<file path="src/rtl/regfile_wr_arbiter.sv">
// Round-robin arbiter sharing the register-file write port between ALU and load
// writeback, with a registered write drive and a pending-write scoreboard.
module regfile_wr_arbiter #(
    parameter int DATA_W = 32,
    parameter int CNT_W  = 16
) (
    input  logic              clk,
    input  logic              rst_n,
    input  logic              req0_valid,
    input  logic [4:0]        req0_addr,
    input  logic [DATA_W-1:0] req0_data,
    output logic              req0_ready,
    input  logic              req1_valid,
    input  logic [4:0]        req1_addr,
    input  logic [DATA_W-1:0] req1_data,
    output logic              req1_ready,
    input  logic              rsv_valid,
    input  logic [4:0]        rsv_addr,
    output logic              wr_en,
    output logic [4:0]        wr_addr,
    output logic [DATA_W-1:0] wr_data,
    output logic [31:0]       pending,
    output logic [CNT_W-1:0]  conflict_cnt
);

    logic              last_grant_q, last_grant_d;
    logic              wr_en_q, wr_en_d;
    logic [4:0]        wr_addr_q, wr_addr_d;
    logic [DATA_W-1:0] wr_data_q, wr_data_d;
    logic [31:0]       pending_q, pending_d;
    logic [CNT_W-1:0]  cnt_q, cnt_d;

    always_comb begin
        // On conflict the requester that did not win last time goes first.
        req0_ready = req0_valid && (!req1_valid || last_grant_q);
        req1_ready = req1_valid && !req0_ready;

        last_grant_d = last_grant_q;
        wr_en_d      = 1'b0;
        wr_addr_d    = wr_addr_q;
        wr_data_d    = wr_data_q;
        if (req0_ready) begin
            last_grant_d = 1'b0;
            wr_en_d      = (req0_addr != 5'd0);
            wr_addr_d    = req0_addr;
            wr_data_d    = req0_data;
        end else if (req1_ready) begin
            last_grant_d = 1'b1;
            wr_en_d      = (req1_addr != 5'd0);
            wr_addr_d    = req1_addr;
            wr_data_d    = req1_data;
        end

        // Clear first so a reservation on the same edge takes precedence.
        pending_d = pending_q;
        if (wr_en_q)
            pending_d[wr_addr_q] = 1'b0;
        if (rsv_valid && rsv_addr != 5'd0)
            pending_d[rsv_addr] = 1'b1;
        pending_d[0] = 1'b0;

        cnt_d = cnt_q;
        if (req0_valid && req1_valid && cnt_q != {CNT_W{1'b1}})
            cnt_d = cnt_q + 1'b1;
    end

    always_ff @(posedge clk or negedge rst_n) begin
        if (!rst_n) begin
            last_grant_q <= 1'b1;
            wr_en_q      <= 1'b0;
            wr_addr_q    <= '0;
            wr_data_q    <= '0;
            pending_q    <= '0;
            cnt_q        <= '0;
        end else begin
            last_grant_q <= last_grant_d;
            wr_en_q      <= wr_en_d;
            wr_addr_q    <= wr_addr_d;
            wr_data_q    <= wr_data_d;
            pending_q    <= pending_d;
            cnt_q        <= cnt_d;
        end
    end

    assign wr_en        = wr_en_q;
    assign wr_addr      = wr_addr_q;
    assign wr_data      = wr_data_q;
    assign pending      = pending_q;
    assign conflict_cnt = cnt_q;

endmodule

</file>
<file path="config.mk">
export PLATFORM = sky130hd
export DESIGN_NAME = regfile_wr_arbiter
export DESIGN_NICKNAME = d
export VERILOG_FILES = /design/src/rtl/regfile_wr_arbiter.sv
export SDC_FILE = /design/constraint.sdc
export NUM_CORES = 1
export LEC_CHECK = 0
export BUFFER_PORTS_ARGS = -buffer_cell sky130_fd_sc_hd__buf_2
export CORE_MARGIN = 4
export CORE_UTILIZATION = 45
export CTS_BUF_LIST = sky130_fd_sc_hd__clkbuf_4 sky130_fd_sc_hd__clkbuf_8 sky130_fd_sc_hd__clkbuf_16
export CTS_CLUSTER_SIZE = 12
export DETAILED_ROUTE_END_ITERATION = 6
export PLACE_DENSITY = 0.76
export SYNTH_ARGS = -nofsm -noshare
export SYNTH_HDL_FRONTEND = slang
export SYNTH_SLANG_ARGS = --single-unit
</file>
<file path="constraint.sdc">
create_clock -name clk -period 2.6 [get_ports clk]
set_input_delay 0.52 -clock clk [delete_from_list [all_inputs] [get_ports clk]]
set_output_delay 0.52 -clock clk [all_outputs]
set_load 0.005 [all_outputs]
</file>
# ---- Yosys cells after proc, flatten, opt, wreduce, memory -nomap -nowiden
# Cells that the tools add are included.
dict set report word_totals {
  register_bits 86
  latch_bits 0
  ram_bits 0
  mem_bits_ro 0
  input_bits 84
  output_inout_bits 88
  elab_cells 43
  memories 0
}
dict set report classes {
  n_addsub 1
  multipliers 0
  n_div 0
  order_cmp 4
  n_eq_ne 1
  shift 0
  n_mux 14
  bitwise 3
  n_reduce_logical 14
}
# cell count
set ops {}
lappend ops {{32-bit two-way mux} 4}
lappend ops {{32-bit AND} 1}
lappend ops {{32-bit inverter} 1}
lappend ops {{32-bit OR} 1}
lappend ops {{16-bit by 1-bit adder with 16-bit output, second input constant} 1}
lappend ops {{16-bit != test, second input constant} 1}
lappend ops {{5-bit nonzero test} 3}
lappend ops {{5-bit by 6-bit < comparator with 1-bit output, second input constant} 2}
lappend ops {{1-bit demux with 5-bit select} 2}
lappend ops {{5-bit by 1-bit greater-or-equal comparator with 1-bit output, second input constant} 2}
lappend ops {{5-bit two-way mux} 2}
lappend ops {{1-bit logical AND} 7}
lappend ops {{1-bit two-way mux} 6}
lappend ops {{1-bit zero test} 2}
lappend ops {{2-bit nonzero test} 1}
lappend ops {{1-bit logical OR} 1}

# ---- Depth between registers and ports, before layout
# Gate-level depths: netlist (run 1).
dict set report logic_depth {
  depth_word 9
  depth_mapped 7
  ltp_nobuf 5
}

# ---- Least setup slack after synthesis (run 1)
# OpenSTA, ideal clock, no wires.
dict set report synth_path {
  path_kind {input-to-output}
  from {input port req0_valid}
  to {output port req1_ready}
  arrival_time_ns 1.246
  t_required_ns 2.080
  path_slack_ns 0.834
  stages 6
  cell_sequence {buf_2 > nand2_1 > nand2_1 > buf_4 > buf_4 > inv_1}
}
dict set report synth_via {
  elab_chain_len 3
}
# element line
set synth_lines {}
lappend synth_lines {{from (decl)} 9} ;# input logic req0_valid,
lappend synth_lines {{1-bit logical AND} 35} ;# req0_ready = req0_valid && (!req1_valid || last_grant_q);
lappend synth_lines {{1-bit zero test} 36} ;# req1_ready = req1_valid && !req0_ready;
lappend synth_lines {{1-bit logical AND} 36}
lappend synth_lines {{to (decl)} 16} ;# output logic req1_ready,
# Every way passes these cells.

# ---- Final worst setup path (run 1)
dict set report layout_path {
  from {register last_grant_q}
  to {output port req1_ready}
}
dict set report layout_via {
  elab_chain_len 4
}
# element line
set layout_lines {}
lappend layout_lines {{from (decl)} 26} ;# logic last_grant_q, last_grant_d;
lappend layout_lines {{from (signal assigned)} 76} ;# last_grant_q <= last_grant_d;
lappend layout_lines {{1-bit logical OR} 35}
lappend layout_lines {{1-bit logical AND} 35}
lappend layout_lines {{1-bit zero test} 36}
lappend layout_lines {{1-bit logical AND} 36}
# Every way passes these cells.

==> flow_summary.json, run 1 <==
{
  "nets": 685,
  "cts_tree": "built",
  "syn_area_per_cell_um2": 9.405,
  "dieArea_um2": 10860,
  "synthFlopType": "dfrtp_1",
  "grtUsageTotal_pct": 22.51,
  "start_util_pct": 47.09,
  "cts_htree_levels": 3,
  "die_w_um": 104.2,
  "setup_viol_count_final": 0,
  "fin_crit_sh_pct": 86.41,
  "core_um2": 8848,
  "gp_congestion": 0.8579,
  "finalCriticalPeriod_ns": 2.247,
  "drive_gt1_share_pct": 33.88,
  "pre_cts_ws_ns": 0.4485,
  "overflow": 0,
  "insertion_delay_ns": 0.36,
  "n_antenna_cell": 0,
  "dp_hpwl_um": 8824,
  "clk_pin_slew_ns": 0.10,
  "met2_usage_pct": 37.84,
  "cts-root-buf": "clkbuf_8",
  "synth.area.top_cells": "dfrtp_1 51%, o21ai_0 7.6%, a31oi_1 4.8%",
  "cts.repair.resized": 0,
  "gr-usage-met1_pct": 27.98,
  "synth_cell_type_count": 39,
  "hold_viol": 0,
  "cellLeakagePower_nw": 2.525,
  "hold_buffers": 0,
  "placement_rows": 34,
  "endpoint_kind": "primary output",
  "relSlewSlack_pct": 63.20,
  "fmax_mhz": 445.1,
  "start_kind": "register",
  "hp-class": "in2async",
  "cts_setup_buffers": 0,
  "use_met3_pct": 4.221,
  "top_usage_layer": "met2",
  "cp.arrival_ns": 1.73,
  "routed-via-count": 4051,
  "path_class": "reg2out",
  "synth_top_cell_area_share_pct": 51.05,
  "drtPass1Iterations": 5,
  "synth_nets": 528,
  "avgViaCountPerCell": 5.682,
  "grt_pass1_vias": 4060,
  "tightest_slew_ns": 0.5520,
  "synth_largest_area_cell": "dfrtp_1",
  "synth_edf_count": 0,
  "cts_sinks": 86,
  "peakVddDrop_v": 0.0003260,
  "yosysSeqAreaShare_pct": 51.68,
  "grt_max_degree": 98,
  "grt_first_pass_wirelength_um": 20080,
  "async_flop_share_pct": 100.0,
  "cap_violations": 0,
  "io-pin-count": 172,
  "status": "finished clean",
  "drc": 0,
  "synthToLayoutAreaGrowth_pct": 27.18,
  "cts_made_buffers": 9,
  "port_buffers": 170,
  "clk_path_buf_depth": 2,
  "wl_per_cell_um": 17.32,
  "report.final.slew_viol_count": 0,
  "setup-tns-final_ns": 0,
  "p_per_area_nw_per_um2": 782.8,
  "cp.required_ns": 2.08,
  "rsz0062_at_grt": "no",
  "cp_max_fo": 12,
  "synth_cells": 443,
  "yosys_warnings": 0,
  "ys_ff_latch": 86,
  "synth_area_um2": 4166,
  "skew_ns": 0.01534,
  "fp.dieH_um": 104.2,
  "drt_iter0_drc": 232,
  "setup_ws_ns": 0.3533,
  "antenna_found_initial": 0,
  "ant_nets": 0,
  "finalWirelength_um": 12350
}
## cell usage in the layout, fill, tap and decap left out, types with 2 or more instances in the layout
| master | n |
|---|---|
| buf_2 | 169 |
| and4_1 | 2 |
| buf_12 | 2 |
| a21boi_0 | 2 |
| xnor2_1 | 10 |
| and2_1 | 2 |
| buf_4 | 4 |
| nor3_1 | 2 |
| xor2_1 | 5 |
| or4_1 | 2 |
| dfrtp_1 | 85 |
| nor2_1 | 39 |
| inv_1 | 35 |
| nand4_1 | 7 |
| clkbuf_8 | 9 |
| nand2_1 | 17 |
| bufinv_16 | 2 |
| o22ai_1 | 32 |
| or3_1 | 2 |
| o21ai_0 | 63 |
| o221a_2 | 5 |
| and3_1 | 2 |
| mux2i_1 | 6 |
| nand3b_1 | 10 |
| nand3_1 | 8 |
| or3b_2 | 3 |
| a31oi_1 | 32 |
| a21oi_1 | 32 |
| inv_6 | 4 |
## cell families after synthesis
kind of cell | Yosys count | share of synthesized area [%]
AOI/OAI and AO/OA | 167 | 23.39
and+or+nand+nor | 102 | 13.03
DFF | 86 | 51.68
buffers and inverters | 64 | 6.637
xor gates and xnor gates | 15 | 3.153
muxes | 7 | 1.712
adders and majority gates | 1 | 0.3003
other | 1 | 0.09000
## per-stage QoR
stage	power [W]	instance area [um2]	instances	hold WS, ns	util (%)
floorplan	0.002461	4167	443	0.2244	-
global placement	0.003040	5072	697	0.4743	57.32
detailed placement	0.003096	5072	697	0.4825	57.32
CTS	0.004170	5299	713	0.1520	59.88
global route	0.004416	5299	713	0.1778	59.88
finish	0.004148	5299	713	0.1370	59.88
## cells in the mapped netlist, types with 2 or more instances
master	number
mux2i_1	6
o21ai_0	63
nand3_1	8
buf_2	11
and4_1	2
xnor2_1	10
or4_1	2
o22ai_1	32
dfrtp_1	85
o221a_2	5
xor2_1	5
clkbuf_1	9
or3_1	2
buf_1	4
or3b_2	3
nand4_1	7
buf_4	4
and3_1	2
a31oi_1	32
and2_1	2
inv_1	35
nand3b_1	10
nand2_1	17
nor2_1	39
nor3_1	2
a21oi_1	32
a21boi_0	2
## power by group
part | total (W) | switching [W] | internal, W
clock network | 0.00108 | 0.000524 | 0.000555
logic | 0.00111 | 0.000578 | 0.000531
registers | 0.00196 | 0.000261 | 0.00170
## final cells by class
| class | count | area, um2 |
|---|---|---|
| clock inverters | 7 | 102.6 |
| fillers | 765 | 3550 |
| inverters | 35 | 131.4 |
| flip-flops and latches | 86 | 2153 |
| multi-input cells | 293 | 1737 |
| repair buffers | 175 | 915.9 |
| well taps | 108 | 135.1 |
| clock buffers | 9 | 123.9 |
## registers in the layout, summed over array words and instances (netlist names)
signal / flops
wr_data: 32
pending: 31
conflict_cnt: 16
wr_addr: 5
last_grant_q: 1
wr_en: 1
## layer usage
| metal | wire length (um) | vias up |
|---|---|---|
| met4 | 290 | 0 |
| met5 | 0 | - |
| met3 | 890 | 25 |
| met2 | 6223 | 176 |
| met1 | 4948 | 1929 |
| li1 | - | 1921 |
## final timing paths
path | startpoint | end | slack (ns) | depth (start not counted)
max | last_grant_q | req1_ready | 0.35 | 4
min | rst_n | pending[7] | 0.14 | 1
max reg2reg | last_grant_q | wr_data[6] | 0.67 | 5
min reg2reg | conflict_cnt[15] | conflict_cnt[15] | 0.50 | 1
max in group asynchronous | rst_n | last_grant_q | 1.76 | 2
min in group clk | req0_data[10] | wr_data[10] | 0.42 | 3
## critical path: stages (launching register included)
cell and delay [ns]:
dfstp_2 0.58, nand2_1 0.17, nand2_1 0.41, inv_1 0.08
buf_2 0.14
Power figures use the tool's default switching activity.
==> run 2: changes to the inputs <==
Settings changed: PLACE_DENSITY 0.76 to default, PLACE_DENSITY_LB_ADDON from default to 0.08.
Clock period 2.6 ns to 2.55 ns, I/O delays scaled along.
==> flow_summary.json, run 2 (synthesis results as in run 1) <==
{
  "dp_cells": 700,
  "hp-class": "in2async",
  "finalCriticalPeriod_ns": 2.036,
  "start_kind": "input port",
  "status": "finished clean",
  "grtUsageTotal_pct": 21.42,
  "hold_ws_ns": 0.007379,
  "finalWirelength_um": 11930,
  "avgViaCountPerCell": 5.485,
  "largest_reg_flops": 32,
  "dieArea_um2": 10860,
  "setup_ws_ns": 0.5135,
  "skew_ns": 0.01209,
  "die_w_um": 104.2,
  "cp.required_ns": 2.04,
  "ant_nets": 0,
  "insertion_delay_ns": 0.35,
  "p_clk_share_pct": 23.9,
  "cts-root-buf": "clkbuf_8",
  "fill_cells": 800,
  "fin_crit_sh_pct": 79.86,
  "stdcell_count": 716,
  "drive_gt1_share_pct": 34.21,
  "endpoint_kind": "primary output",
  "p_sw_w": 0.001346,
  "layout_commonest_cell": "buf_2",
  "seq_power_share_pct": 48.6,
  "antenna_found_initial": 0,
  "fmax_mhz": 491.0,
  "grt_first_pass_wirelength_um": 19170,
  "drt_iter0_drc": 143,
  "path_class": "in2out",
  "utilization_pct": 59.74,
  "p_int_w": 0.002747,
  "routed-via-count": 3927,
  "grt_pass1_vias": 3900,
  "cap_violations": 0,
  "port_buffers": 170,
  "cp_max_fo": 43,
  "setup-tns-final_ns": 0,
  "cts_htree_levels": 3,
  "clk_path_buf_depth": 2,
  "drc": 0,
  "cts_setup_buffers": 0,
  "wl_per_cell_um": 16.66,
  "p_per_area_nw_per_um2": 774.3,
  "core_um2": 8848,
  "pwr-share-comb_pct": 27.6,
  "p_sw_share_pct": 32.88,
  "final_cell_mix": "168 x buf_2, 85 x dfrtp_1, 63 x o21ai_0",
  "clk_pin_slew_ns": 0.10,
  "cts_sinks": 86,
  "grt_max_degree": 45,
  "register_area_um2": 2153,
  "drtPass1Iterations": 4,
  "start_util_pct": 47.09,
  "pre_cts_ws_ns": 0.5359,
  "placement_rows": 34,
  "overflow": 0,
  "report.final.slew_viol_count": 0,
  "cts.repair.resized": 0,
  "synthToLayoutAreaGrowth_pct": 26.88,
  "hold_viol": 0,
  "dp_hpwl_um": 8549,
  "rsz0062_at_grt": "no",
  "cellLeakagePower_nw": 2.528,
  "io-pin-count": 172,
  "gp_congestion": 0.7805,
  "multi_input_area_um2": 1737,
  "hold_buffers": 0,
  "setup_viol_count_final": 0,
  "cts_made_buffers": 9,
  "nets": 688,
  "peakVddDrop_v": 0.0003890,
  "cp.arrival_ns": 1.53,
  "fp.dieH_um": 104.2,
  "n_antenna_cell": 0,
  "cts_tree": "built"
}
[run 2: path summary, 6_finish.rpt]
| path | start | to | slack (ns) | cells past startpoint |
|---|---|---|---|---|
| hold / removal | rst_n | pending[9] | 0.007 | 1 |
| setup / recovery | req0_valid | req1_ready | 0.51 | 5 |
| min in group clk | req0_data[6] | wr_data[6] | 0.42 | 3 |
| max in group asynchronous | rst_n | last_grant_q | 1.87 | 2 |
| hold reg to reg | conflict_cnt[15] | conflict_cnt[15] | 0.49 | 1 |
| setup reg to reg | conflict_cnt[0] | conflict_cnt[1] | 0.81 | 4 |
[run 2: layout make-up]
cell class / count / share of cell area [%]
Clock inverter: 6 / 1.325
Sequential cell: 86 / 40.73
Clock buffer: 10 / 2.485
Timing Repair Buffer: 178 / 17.56
Tap cell: 108 / 2.556
Multi-Input combinational cell: 293 / 32.85
Inverter: 35 / 2.485
[run 2: metal layers]
layer | vias up | wire (um) | GRT usage, %
met5 | - | 0 | 0
met4 | 0 | 88 | 5.698
met3 | 9 | 903 | 6.766
met2 | 135 | 5684 | 33.84
met1 | 1874 | 5254 | 28.57
li1 | 1909 | - | -
[run 2: power by group through the flow]
| stage | clock network, W | registers, W | logic, W |
|---|---|---|---|
| 6_report | 0.000978 | 0.00199 | 0.00113 |
| 5_1_grt | 0.00107 | 0.00204 | 0.00127 |
| 4_1_cts | 0.000999 | 0.00199 | 0.00114 |
| 3_5_place_dp | 0 | 0.00201 | 0.00114 |
| 3_3_place_gp | 0 | 0.00200 | 0.00111 |
| 2_1_floorplan | 0 | 0.00200 | 0.000512 |
[run 2: metrics by stage]
stage,total power (W),cell area [um2]
after floorplan,0.002510,4167
after global placement,0.003111,5085
after detailed placement,0.003151,5085
after CTS,0.004129,5286
after global routing,0.004382,5286
final,0.004093,5286
[run 2: worst max-delay path, cell delays in order]
cell and delay, ns:
buf_4 0.37, nand2_1 0.28, nand2_1 0.18, inv_1 0.05, buf_2 0.13
==> run 3: changes to the inputs <==
Settings changed: ABC_AREA from default to 1, CORE_UTILIZATION 45 to 43.
Clock period 2.55 ns to 1.7 ns, I/O delays scaled along.
==> flow_summary.json, run 3 <==
{
  "placement_rows": 35,
  "grt_first_pass_wirelength_um": 19990,
  "dieArea_um2": 11070,
  "yosys_warnings": 0,
  "synth_common_cells": "132 x nand3_1, 94 x nand2_1, 85 x dfrtp_1",
  "path_cells": "inv_2 > a21oi_4 > buf_6 > buf_2",
  "async_flop_share_pct": 100.0,
  "setup_viol_count_final": 0,
  "cap_violations": 0,
  "io-pin-count": 172,
  "clk_pin_slew_ns": 0.10,
  "start_kind": "register",
  "synth_edf_count": 0,
  "place_area_um2": 5136,
  "report.final.slew_viol_count": 0,
  "peakVddDrop_v": 0.0004264,
  "synthFlopType": "dfrtp_1",
  "cp.arrival_ns": 1.30,
  "grt_pass1_vias": 4064,
  "hold_viol": 0,
  "cts_htree_levels": 3,
  "path_class": "reg2out",
  "core_um2": 9240,
  "synth_top_cell_area_share_pct": 52.34,
  "drtPass1Iterations": 5,
  "yosysSeqAreaShare_pct": 52.99,
  "nets": 752,
  "clk_path_buf_depth": 2,
  "skew_ns": 0.01677,
  "synthToLayoutAreaGrowth_pct": 33.68,
  "synth_cells": 484,
  "stdcell_area_um2": 5433,
  "grt_max_degree": 39,
  "rsz0062_at_grt": "no",
  "synth_area_um2": 4064,
  "slowest_stage": "dfstp_2",
  "status": "finished clean",
  "fin_crit_sh_pct": 96.33,
  "port_buffers": 170,
  "hp-class": "in2reg",
  "start_util_pct": 43.98,
  "die_w_um": 105.2,
  "hold_ws_ns": 0.1968,
  "p_per_area_nw_per_um2": 1149,
  "cts_made_buffers": 9,
  "drt_iter0_drc": 168,
  "finalWirelength_um": 12300,
  "finalCriticalPeriod_ns": 1.638,
  "synth_cell_type_count": 28,
  "synth_most_common_cell": "nand3_1",
  "routed-via-count": 4164,
  "overflow": 0,
  "cp.required_ns": 1.36,
  "largest_reg_flops": 32,
  "cp_max_fo": 3,
  "avgViaCountPerCell": 5.199,
  "gp_congestion": 0.8423,
  "stdcell_count": 801,
  "insertion_delay_ns": 0.36,
  "antenna_found_initial": 0,
  "drive_gt1_share_pct": 33.78,
  "ant_nets": 0,
  "grtUsageTotal_pct": 22.29,
  "drc": 0,
  "cts_tree": "built",
  "wl_per_cell_um": 15.36,
  "synth_nets": 569,
  "n_antenna_cell": 0,
  "synth_largest_area_cell": "dfrtp_1",
  "syn_area_per_cell_um2": 8.396,
  "cts-root-buf": "clkbuf_8",
  "dp_hpwl_um": 9044,
  "final_cell_mix": "169 x buf_2, 132 x nand3_1, 94 x nand2_1",
  "fp.dieH_um": 105.2,
  "fmax_mhz": 610.6,
  "endpoint_kind": "primary output",
  "dp_cells": 781,
  "ys_ff_latch": 86,
  "synth.area.top_cells": "dfrtp_1 52%, nand3_1 16%, nand2_1 8.7%",
  "cts_sinks": 86,
  "layout_commonest_cell": "buf_2",
  "cellLeakagePower_nw": 2.661,
  "cpPeakStageDelay_ns": 0.53
}
[run 3: layer usage]
metal | vias to the layer above | global-route usage [%] | wire length, um
li1 | 2014 | - | -
met1 | 1961 | 29.55 | 5382
met5 | - | 0 | 0
met3 | 10 | 5.573 | 1099
met4 | 0 | 6.935 | 125
met2 | 179 | 36.02 | 5696
[run 3: through the flow]
step | power [W] | setup WS, ns | TNS (ns) | utilization (%)
floorplan | 0.003554 | 0.3065 | 0 | -
global placement | 0.004424 | 0.01156 | 0 | 55.59
detailed placement | 0.004478 | -0.06807 | -0.2669 | 55.59
CTS | 0.006274 | 0.001431 | 0 | 58.75
global route | 0.006616 | 0.008772 | 0 | 58.79
finish | 0.006242 | 0.06235 | 0 | 58.79
[run 3: logic make-up (layout without fill, tap and decap cells)]
logic type	Yosys count	after routing	share of synthesized area (%)
DFF	86	86	52.99
other	1	1	0.09228
AOI/OAI and AO/OA	82	82	11.11
and+or+nand+nor	256	256	28.51
adders and majority gates	1	1	0.3078
buffers and inverters	50	238	5.265
xor gates and xnor gates	8	8	1.724
[run 3: worst max-delay path: cells and delay by family, from the launching register on]
kind	cells	cell delay (ns)
buffers and inverters	3	0.26
flip-flops	1	0.53
AO/OA/AOI/OAI	1	0.15
[run 3: where the power goes]
| part | total, W | switching, W | internal (W) |
|---|---|---|---|
| clock | 0.00179 | 0.000752 | 0.00104 |
| sequential | 0.00289 | 0.000341 | 0.00255 |
| combinational | 0.00156 | 0.000831 | 0.000733 |
[run 3: area by class of cell]
cell class                      count  area (um2)
Tap cell                          129       161.4
Multi-Input combinational cell    348        1709
Timing Repair Buffer              193        1045
Sequential cell                    86        2155
Clock buffer                       11       145.1
Fill cell                         851        3807
Inverter                           29       111.4
Clock inverter                      5       106.4
[run 3: path summary, 6_finish.rpt]
path,startpoint,endpoint,slack [ns],cells past startpoint
hold reg to reg,last_grant_q,last_grant_q,0.50,2
min in group asynchronous,rst_n,pending[14],0.47,2
setup / recovery,last_grant_q,req0_ready,0.06,4
hold / removal,req0_data[31],wr_data[31],0.20,3
max in group asynchronous,rst_n,wr_addr[1],0.70,3
setup reg to reg,conflict_cnt[1],conflict_cnt[3],0.13,8
[run 3: timing repair]
action / in CTS / in global routing
setup endpoints to repair: 12 / 20
pin swaps: 1 / 1
setup buffers: 3 / 0
endpoints found under the hold margin: 30 / 0
gates resized for setup: 2 / 4
hold buffers: 1 / 0
